--- src/rtl/vga_pkg.sv ---
// rtl/vga_pkg.sv - shared screen constants, widths, FSM states and rectangle job type
//
// Purpose: common definitions for the VGA draw scheduler and its rasteriser.
// Contents: SCREEN_W/SCREEN_H visible area, X_W/Y_W/COLOUR_W port widths,
//           state_t scheduler states, rect_t rectangle job (w/h held as pixel
//           counts, never zero), clear_rect() full-screen clear job.
package vga_pkg;

  localparam int SCREEN_W = 160;
  localparam int SCREEN_H = 120;
  localparam int X_W      = 8;
  localparam int Y_W      = 7;
  localparam int COLOUR_W = 3;

  typedef enum logic [1:0] {
    ST_IDLE   = 2'd0,
    ST_LOAD   = 2'd1,
    ST_DRAW   = 2'd2,
    ST_FINISH = 2'd3
  } state_t;

  // w and h are pixel counts; the widths hold a full-screen 160x120 clear.
  typedef struct packed {
    logic [X_W-1:0]      x;
    logic [Y_W-1:0]      y;
    logic [X_W-1:0]      w;
    logic [Y_W-1:0]      h;
    logic [COLOUR_W-1:0] colour;
  } rect_t;

  function automatic rect_t clear_rect();
    rect_t r;
    r.x      = '0;
    r.y      = '0;
    r.w      = X_W'(SCREEN_W);
    r.h      = Y_W'(SCREEN_H);
    r.colour = '0;
    return r;
  endfunction

endpackage

--- src/rtl/rect_rasterizer.sv ---
// rtl/rect_rasterizer.sv - row-major solid rectangle rasteriser, one pixel per cycle
//
// Purpose: on i_start, captures i_rect and emits its pixels (x fastest), one per
//          cycle, clipping pixels outside the visible screen.
// Ports:
//   i_clock, i_reset       clock, asynchronous active-high reset
//   i_start                1-cycle pulse; first pixel appears on the next cycle
//   i_rect                 rectangle job (counts, not minus-one)
//   o_plot                 pixel write strobe (0 for clipped pixels)
//   o_plot_x/o_plot_y      pixel coordinates, held while o_plot=0
//   o_plot_colour          pixel colour, held while o_plot=0
//   o_last                 high alongside the final pixel slot of the job
module rect_rasterizer
  import vga_pkg::*;
(
  input  logic                i_clock,
  input  logic                i_reset,
  input  logic                i_start,
  input  rect_t               i_rect,
  output logic                o_plot,
  output logic [X_W-1:0]      o_plot_x,
  output logic [Y_W-1:0]      o_plot_y,
  output logic [COLOUR_W-1:0] o_plot_colour,
  output logic                o_last
);

  rect_t               r_rect;
  logic [X_W-1:0]      r_col;
  logic [Y_W-1:0]      r_row;
  logic                r_active;
  logic                r_plot;
  logic                r_last;
  logic [X_W-1:0]      r_plot_x;
  logic [Y_W-1:0]      r_plot_y;
  logic [COLOUR_W-1:0] r_plot_colour;

  rect_t               w_src;
  logic [X_W-1:0]      w_col;
  logic [Y_W-1:0]      w_row;
  logic                w_emit;
  logic [X_W:0]        w_sum_x;
  logic [Y_W:0]        w_sum_y;
  logic                w_vis;
  logic                w_end_col;
  logic                w_end_row;
  logic                w_is_last;

  // On the start cycle the pixel source is the incoming job at (0,0), so the
  // first pixel is registered on the same edge that loads the job.
  always_comb begin
    w_src     = i_start ? i_rect : r_rect;
    w_col     = i_start ? '0 : r_col;
    w_row     = i_start ? '0 : r_row;
    w_emit    = i_start | r_active;
    // One bit wider than the ports so off-screen sums never wrap into view.
    w_sum_x   = {1'b0, w_src.x} + {1'b0, w_col};
    w_sum_y   = {1'b0, w_src.y} + {1'b0, w_row};
    w_vis     = (w_sum_x < (X_W+1)'(SCREEN_W)) && (w_sum_y < (Y_W+1)'(SCREEN_H));
    w_end_col = (w_col == X_W'(w_src.w - X_W'(1)));
    w_end_row = (w_row == Y_W'(w_src.h - Y_W'(1)));
    w_is_last = w_end_col && w_end_row;
  end

  always_ff @(posedge i_clock or posedge i_reset) begin
    if (i_reset) begin
      r_rect        <= '0;
      r_col         <= '0;
      r_row         <= '0;
      r_active      <= 1'b0;
      r_plot        <= 1'b0;
      r_last        <= 1'b0;
      r_plot_x      <= '0;
      r_plot_y      <= '0;
      r_plot_colour <= '0;
    end else if (w_emit) begin
      r_rect   <= w_src;
      r_plot   <= w_vis;
      r_last   <= w_is_last;
      r_active <= !w_is_last;
      if (w_vis) begin
        r_plot_x      <= w_sum_x[X_W-1:0];
        r_plot_y      <= w_sum_y[Y_W-1:0];
        r_plot_colour <= w_src.colour;
      end
      if (w_end_col) begin
        r_col <= '0;
        r_row <= w_row + Y_W'(1);
      end else begin
        r_col <= w_col + X_W'(1);
        r_row <= w_row;
      end
    end else begin
      r_plot <= 1'b0;
      r_last <= 1'b0;
    end
  end

  assign o_plot        = r_plot;
  assign o_plot_x      = r_plot_x;
  assign o_plot_y      = r_plot_y;
  assign o_plot_colour = r_plot_colour;
  assign o_last        = r_last;

endmodule

--- src/rtl/vga_draw_scheduler.sv ---
// rtl/vga_draw_scheduler.sv - round-robin rectangle fill scheduler for the VGA pixel port
//
// Purpose: arbitrates NUM_REQ rectangle-fill requesters (round-robin) plus a
//          priority full-screen clear onto the single VGA adapter write port.
// Ports:
//   i_clock, i_reset          clock, asynchronous active-high reset
//   i_req                     per-requester request level
//   i_req_x/_y/_w/_h/_colour  packed per-requester rectangle (w/h are size-1)
//   o_grant                   one-hot pulse, parameters captured this cycle
//   o_done                    one-hot pulse after the requester's last pixel
//   i_clear_req               full-screen clear to colour 0, highest priority
//   o_clear_done              pulse after the clear completes
//   o_busy                    high in every state except IDLE
//   o_plot_x/_y/_colour/o_plot  pixel stream to the adapter
module vga_draw_scheduler
  import vga_pkg::*;
#(
  parameter int NUM_REQ = 4,
  parameter int DIM_W   = 4
) (
  input  logic                        i_clock,
  input  logic                        i_reset,
  input  logic [NUM_REQ-1:0]          i_req,
  input  logic [NUM_REQ*X_W-1:0]      i_req_x,
  input  logic [NUM_REQ*Y_W-1:0]      i_req_y,
  input  logic [NUM_REQ*DIM_W-1:0]    i_req_w,
  input  logic [NUM_REQ*DIM_W-1:0]    i_req_h,
  input  logic [NUM_REQ*COLOUR_W-1:0] i_req_colour,
  output logic [NUM_REQ-1:0]          o_grant,
  output logic [NUM_REQ-1:0]          o_done,
  input  logic                        i_clear_req,
  output logic                        o_clear_done,
  output logic                        o_busy,
  output logic [X_W-1:0]              o_plot_x,
  output logic [Y_W-1:0]              o_plot_y,
  output logic [COLOUR_W-1:0]         o_plot_colour,
  output logic                        o_plot
);

  localparam int IDX_W = (NUM_REQ > 1) ? $clog2(NUM_REQ) : 1;

  state_t               r_state;
  state_t               w_state_nxt;
  logic [IDX_W-1:0]     r_rr_ptr;
  rect_t                r_job;
  logic                 r_job_clear;
  logic [IDX_W-1:0]     r_job_idx;
  logic                 r_clear_pend;
  logic [NUM_REQ-1:0]   r_grant;
  logic [NUM_REQ-1:0]   r_done;
  logic                 r_clear_done;
  logic                 r_busy;

  logic                 w_clear;
  logic                 w_any;
  logic                 w_found;
  logic [IDX_W-1:0]     w_sel_idx;
  rect_t                w_req_rect;
  logic                 w_last;
  logic [NUM_REQ-1:0]   w_grant_nxt;
  logic [NUM_REQ-1:0]   w_done_nxt;
  logic                 w_clear_done_nxt;
  logic                 w_busy_nxt;
  int                   w_idx;

  // A clear pulse seen while busy is remembered until the next IDLE.
  assign w_clear = i_clear_req | r_clear_pend;
  assign w_any   = |i_req;

  // Round-robin pick: first set request searching upward from r_rr_ptr.
  always_comb begin
    w_found   = 1'b0;
    w_sel_idx = '0;
    w_idx     = 0;
    for (int k = 0; k < NUM_REQ; k++) begin
      w_idx = int'(r_rr_ptr) + k;
      if (w_idx >= NUM_REQ) w_idx = w_idx - NUM_REQ;
      if (!w_found && i_req[w_idx]) begin
        w_found   = 1'b1;
        w_sel_idx = IDX_W'(w_idx);
      end
    end
  end

  always_comb begin
    w_req_rect.x      = i_req_x[int'(w_sel_idx)*X_W +: X_W];
    w_req_rect.y      = i_req_y[int'(w_sel_idx)*Y_W +: Y_W];
    w_req_rect.w      = X_W'(i_req_w[int'(w_sel_idx)*DIM_W +: DIM_W]) + X_W'(1);
    w_req_rect.h      = Y_W'(i_req_h[int'(w_sel_idx)*DIM_W +: DIM_W]) + Y_W'(1);
    w_req_rect.colour = i_req_colour[int'(w_sel_idx)*COLOUR_W +: COLOUR_W];
  end

  // State register
  always_ff @(posedge i_clock or posedge i_reset) begin
    if (i_reset) r_state <= ST_IDLE;
    else         r_state <= w_state_nxt;
  end

  // Next-state logic
  always_comb begin
    w_state_nxt = r_state;
    case (r_state)
      ST_IDLE:   if (w_clear || w_any) w_state_nxt = ST_LOAD;
      ST_LOAD:   w_state_nxt = ST_DRAW;
      ST_DRAW:   if (w_last) w_state_nxt = ST_FINISH;
      ST_FINISH: w_state_nxt = ST_IDLE;
      default:   w_state_nxt = ST_IDLE;
    endcase
  end

  // Output logic (values registered below so every port is a flop)
  always_comb begin
    w_grant_nxt      = '0;
    w_done_nxt       = '0;
    w_clear_done_nxt = 1'b0;
    if (r_state == ST_IDLE && !w_clear && w_any) w_grant_nxt[w_sel_idx] = 1'b1;
    if (r_state == ST_DRAW && w_last) begin
      if (r_job_clear) w_clear_done_nxt = 1'b1;
      else             w_done_nxt[r_job_idx] = 1'b1;
    end
    w_busy_nxt = (w_state_nxt != ST_IDLE);
  end

  always_ff @(posedge i_clock or posedge i_reset) begin
    if (i_reset) begin
      r_grant      <= '0;
      r_done       <= '0;
      r_clear_done <= 1'b0;
      r_busy       <= 1'b0;
      r_rr_ptr     <= '0;
      r_job        <= '0;
      r_job_clear  <= 1'b0;
      r_job_idx    <= '0;
      r_clear_pend <= 1'b0;
    end else begin
      r_grant      <= w_grant_nxt;
      r_done       <= w_done_nxt;
      r_clear_done <= w_clear_done_nxt;
      r_busy       <= w_busy_nxt;
      if (r_state == ST_IDLE) begin
        r_clear_pend <= 1'b0;
        if (w_clear) begin
          r_job       <= clear_rect();
          r_job_clear <= 1'b1;
        end else if (w_any) begin
          r_job       <= w_req_rect;
          r_job_clear <= 1'b0;
          r_job_idx   <= w_sel_idx;
        end
      end else begin
        r_clear_pend <= r_clear_pend | i_clear_req;
      end
      if (r_state == ST_FINISH && !r_job_clear)
        r_rr_ptr <= (r_job_idx == IDX_W'(NUM_REQ-1)) ? '0 : r_job_idx + IDX_W'(1);
    end
  end

  rect_rasterizer u_raster (
    .i_clock       (i_clock),
    .i_reset       (i_reset),
    .i_start       (r_state == ST_LOAD),
    .i_rect        (r_job),
    .o_plot        (o_plot),
    .o_plot_x      (o_plot_x),
    .o_plot_y      (o_plot_y),
    .o_plot_colour (o_plot_colour),
    .o_last        (w_last)
  );

  assign o_grant      = r_grant;
  assign o_done       = r_done;
  assign o_clear_done = r_clear_done;
  assign o_busy       = r_busy;

endmodule
--- config.mk ---
export PLATFORM = sky130hd
export DESIGN_NAME = vga_draw_scheduler
export DESIGN_NICKNAME = d
export VERILOG_FILES = /design/src/rtl/vga_pkg.sv /design/src/rtl/rect_rasterizer.sv /design/src/rtl/vga_draw_scheduler.sv
export SDC_FILE = /design/constraint.sdc
export NUM_CORES = 1
export LEC_CHECK = 0
export ABC_AREA = 1
export CAP_MARGIN = 20
export CORE_ASPECT_RATIO = 0.5
export CORE_MARGIN = 3
export CORE_UTILIZATION = 30
export CTS_BUF_LIST = sky130_fd_sc_hd__clkbuf_8
export CTS_CLUSTER_DIAMETER = 120
export CTS_CLUSTER_SIZE = 40
export DETAILED_ROUTE_END_ITERATION = 10
export PLACE_DENSITY_LB_ADDON = 0.05
export SYNTH_ARGS = -nofsm -noshare
export SYNTH_HDL_FRONTEND = slang
export SYNTH_SLANG_ARGS = --single-unit
--- constraint.sdc ---
create_clock -name i_clock -period 5.6 [get_ports i_clock]
set_clock_uncertainty 0.2 [all_clocks]
set_input_delay 0.56 -clock i_clock [delete_from_list [all_inputs] [get_ports i_clock]]
set_output_delay 0.56 -clock i_clock [all_outputs]
set_load 0.02 [all_outputs]
==> flow_metrics.tcl <==
set metrics [dict create \
    status "complete, no violations" \
    vias_per_cell 4.608 \
    place_congestion 0.8213 \
    multi_input_area_mm2 0.003530 \
    n_fill_cell 2293 \
    avgSynthCellArea_um2 7.329 \
    cp-end-kind "flop" \
    diodes 0 \
    layoutNonFillerInstCount 1398 \
    crit_chain "inv_1 -> ha_1 -> buf_4 -> nand2_1 -> nand2_1 -> ha_1 -> inv_1 -> o21bai_1 -> a221oi_1 -> nand2_1 -> xnor2_1 -> inv_1 -> nand3_2 -> nand3_4 -> nand2_1 -> nand2_1" \
    critPathRequiredTime_ps 5770 \
    synth_cells 950 \
    vias 6442 \
    leakagePower_nw 4.719 \
    cts-resized-gates 0 \
    hp-class "flop to flop" \
    grt_first_pass_wirelength_um 34460 \
    die_area_mm2 0.02518 \
    drtIter0Drc 404 \
    io_pins 140 \
    seqCellArea_mm2 0.002878 \
    place_area_mm2 0.008597 \
    grt.overflow.total 0 \
    tightest_slew_ps 928.0 \
    synth_top_cell_by_area "dfrtp_1" \
    maxSlewViolCount 0 \
    hpwl_um 16490 \
    synth.area.top_cells "dfrtp_1 (41%), nand2_1 (22%), inv_1 (5.1%)" \
    cts_hold_buf 0 \
    r2r_slack_ps 1900 \
    syn_area_mm2 0.006963 \
    max_freq_ghz 0.2700 \
    drc_errors 0 \
    synth_cell_types 51 \
    antenna_found_initial 0 \
    insertion_delay_ps 440 \
    setup-tns-final_ps 0 \
    dp_worst_setup_slack_ps 1909 \
    crit_start "r_state[1]" \
    clock-sinks 115 \
    slew_headroom 0.3813 \
    hold_violations 0 \
    path_class "flop to flop" \
    crit_top_cell "nand2_1" \
    fin_crit_sh 0.6614 \
    ys_warn_count 0 \
    setup_viol 0 \
    crit_fanout 41 \
    p_per_area_mw_per_mm2 551.6 \
    rows 38 \
    cts_buffers 17 \
    postLayoutCellArea_mm2 0.009022 \
    synth-seq-area-share 0.4133 \
    drv_cap 0 \
    clk_pin_slew_ps 80 \
    globalRouteTotalUtil 0.1720 \
    layout_commonest_cell "nand2_1" \
    max_stage_delay_ps 440 \
    critPathTopFamily "simple AND/OR/NAND/NOR gates" \
    clockBufferDepth 2 \
    peakVddDrop_mv 0.2629 \
    cts_root_buffer "clkbuf_8" \
    drive_gt1_frac 0.06284 \
    r2r_start "r_state[1]" \
    grt_max_degree 73 \
    placed_cells 1366 \
    synth-seq-cells 115 \
    htree_levels 4 \
    cp_slowest_cell "buf_4" \
    first_pass_iters 5 \
    mostFrequentLayoutCells "nand2_1 (416), clkdlybuf4s50_1 (139), dfrtp_1 (115)" \
    area_delta_synth_final_pct 29.58 \
    worstPathArrival_ps 3880 \
    min_from "u_raster.r_rect[29]" \
    core_mm2 0.02220 \
    wl_per_cell_um 15.21 \
    grt_pass1_vias 6214 \
    cts_tree "built" \
    port-buffer-count 139 \
    initial_utilization 0.3136 \
    yosysTopAreaCellShare 0.4133 \
    fp.dieH_um 113.7 \
    cp_num_buf_inv 4 \
    fin_nets 1223 \
    ant_nets 0 \
    setup_ws_ps 1896 \
    cp-start-kind "flop" \
    drt_wl_total_um 21260 \
    fin_crit_ps 3704 \
    dieWidth_um 221.5 \
    rsz0062_at_grt "no" \
    synth_nets 1088 \
    post_cts_buffers 0 \
]
-- flip-flops by register name (all words and copies together), names as in the netlist, named ones only --
register / cells
r_job_idx: 2
u_raster.o_plot_colour: 3
u_raster.r_active: 1
o_grant: 4
u_raster.r_col: 8
r_rr_ptr: 2
u_raster.r_row: 7
o_done: 4
u_raster.r_rect: 32
o_clear_done: 1
r_clear_pend: 1
u_raster.o_plot_x: 8
o_busy: 1
r_job: 29
u_raster.o_last: 1
u_raster.o_plot: 1
r_state: 2
u_raster.o_plot_y: 7
-- per-layer routing --
layer  global-route usage  wire, um  vias up
met5                    0         0        -
li1                     -         -     3292
met4              0.03917       178        0
met3              0.03497       997       13
met2               0.2319      8137      151
met1               0.2760     11950     2986
-- cell usage after synthesis, drive strengths merged --
cell and n:
or2 4, a21oi 17, a21boi 1, ha 27
o21ai 30, o22ai 7, a31oi 1, o21a 1
o31ai 1, nand2 422, xnor2 10, nand3b 1
nor2 52, o21bai 1, nor4 5, o211ai 1
a211oi 1, inv 102, a21o 1, a221oi 1
a31o 2, a2111oi 1, nand3 36, dfrtp 115
xor2 26, o32ai 1, nor3 9, nand4 47
clkbuf 7, buf 20
-- cells by family (layout without fill, tap and decap cells) --
kind of cell	Yosys count	in the layout	share of synthesized area
compound gates	67	67	0.05804
xor+xnor	36	36	0.04636
fa+ha+maj	27	27	0.04852
simple gates	576	576	0.3536
flops	115	115	0.4133
buf+inv	129	277	0.08014
-- metrics by stage --
stage	util	power (mW)	hold WS (ps)
final	0.4063	4.976	266.5
after global routing	0.4063	5.448	290.9
after CTS	0.4063	5.025	271.0
after detailed placement	0.3872	4.155	253.2
after global placement	0.3872	4.134	248.9
after floorplan	-	3.355	231.6
-- tightest hold or removal path, delay by kind of cell, from the launching register on --
kind,cells,cell delay [ps]
flops,1,330
simple gates,2,110
-- power breakdown --
| group | leakage [nW] | switching (mW) | total (mW) | internal (mW) |
|---|---|---|---|---|
| combinational | 2.98 | 1.88 | 2.84 | 0.967 |
| clock | 0.214 | 0.392 | 0.849 | 0.458 |
| sequential | 1.53 | 0.174 | 1.29 | 1.11 |
| total | 4.72 | 2.44 | 4.98 | 2.54 |
-- worst paths after layout --
path	endpoint	cells past startpoint
worst max-delay path	u_raster.o_plot_x[2]	16
worst min-delay path	u_raster.r_rect[29]	2
worst max register to register	u_raster.o_plot_x[2]	16
worst min register to register	u_raster.r_rect[29]	2
max in group asynchronous	u_raster.r_rect[26]	3
min in group asynchronous	o_busy	2
-- area by class of cell --
class                   count  share of cell area
well taps                 300             0.04160
inverters                 102             0.04354
flip-flops and latches    115              0.3190
repair buffers            143              0.1575
multi-input cells         706              0.3912
clock inverters            14             0.01969
clock buffers              18             0.02746
Power figures use the tool's default switching activity.
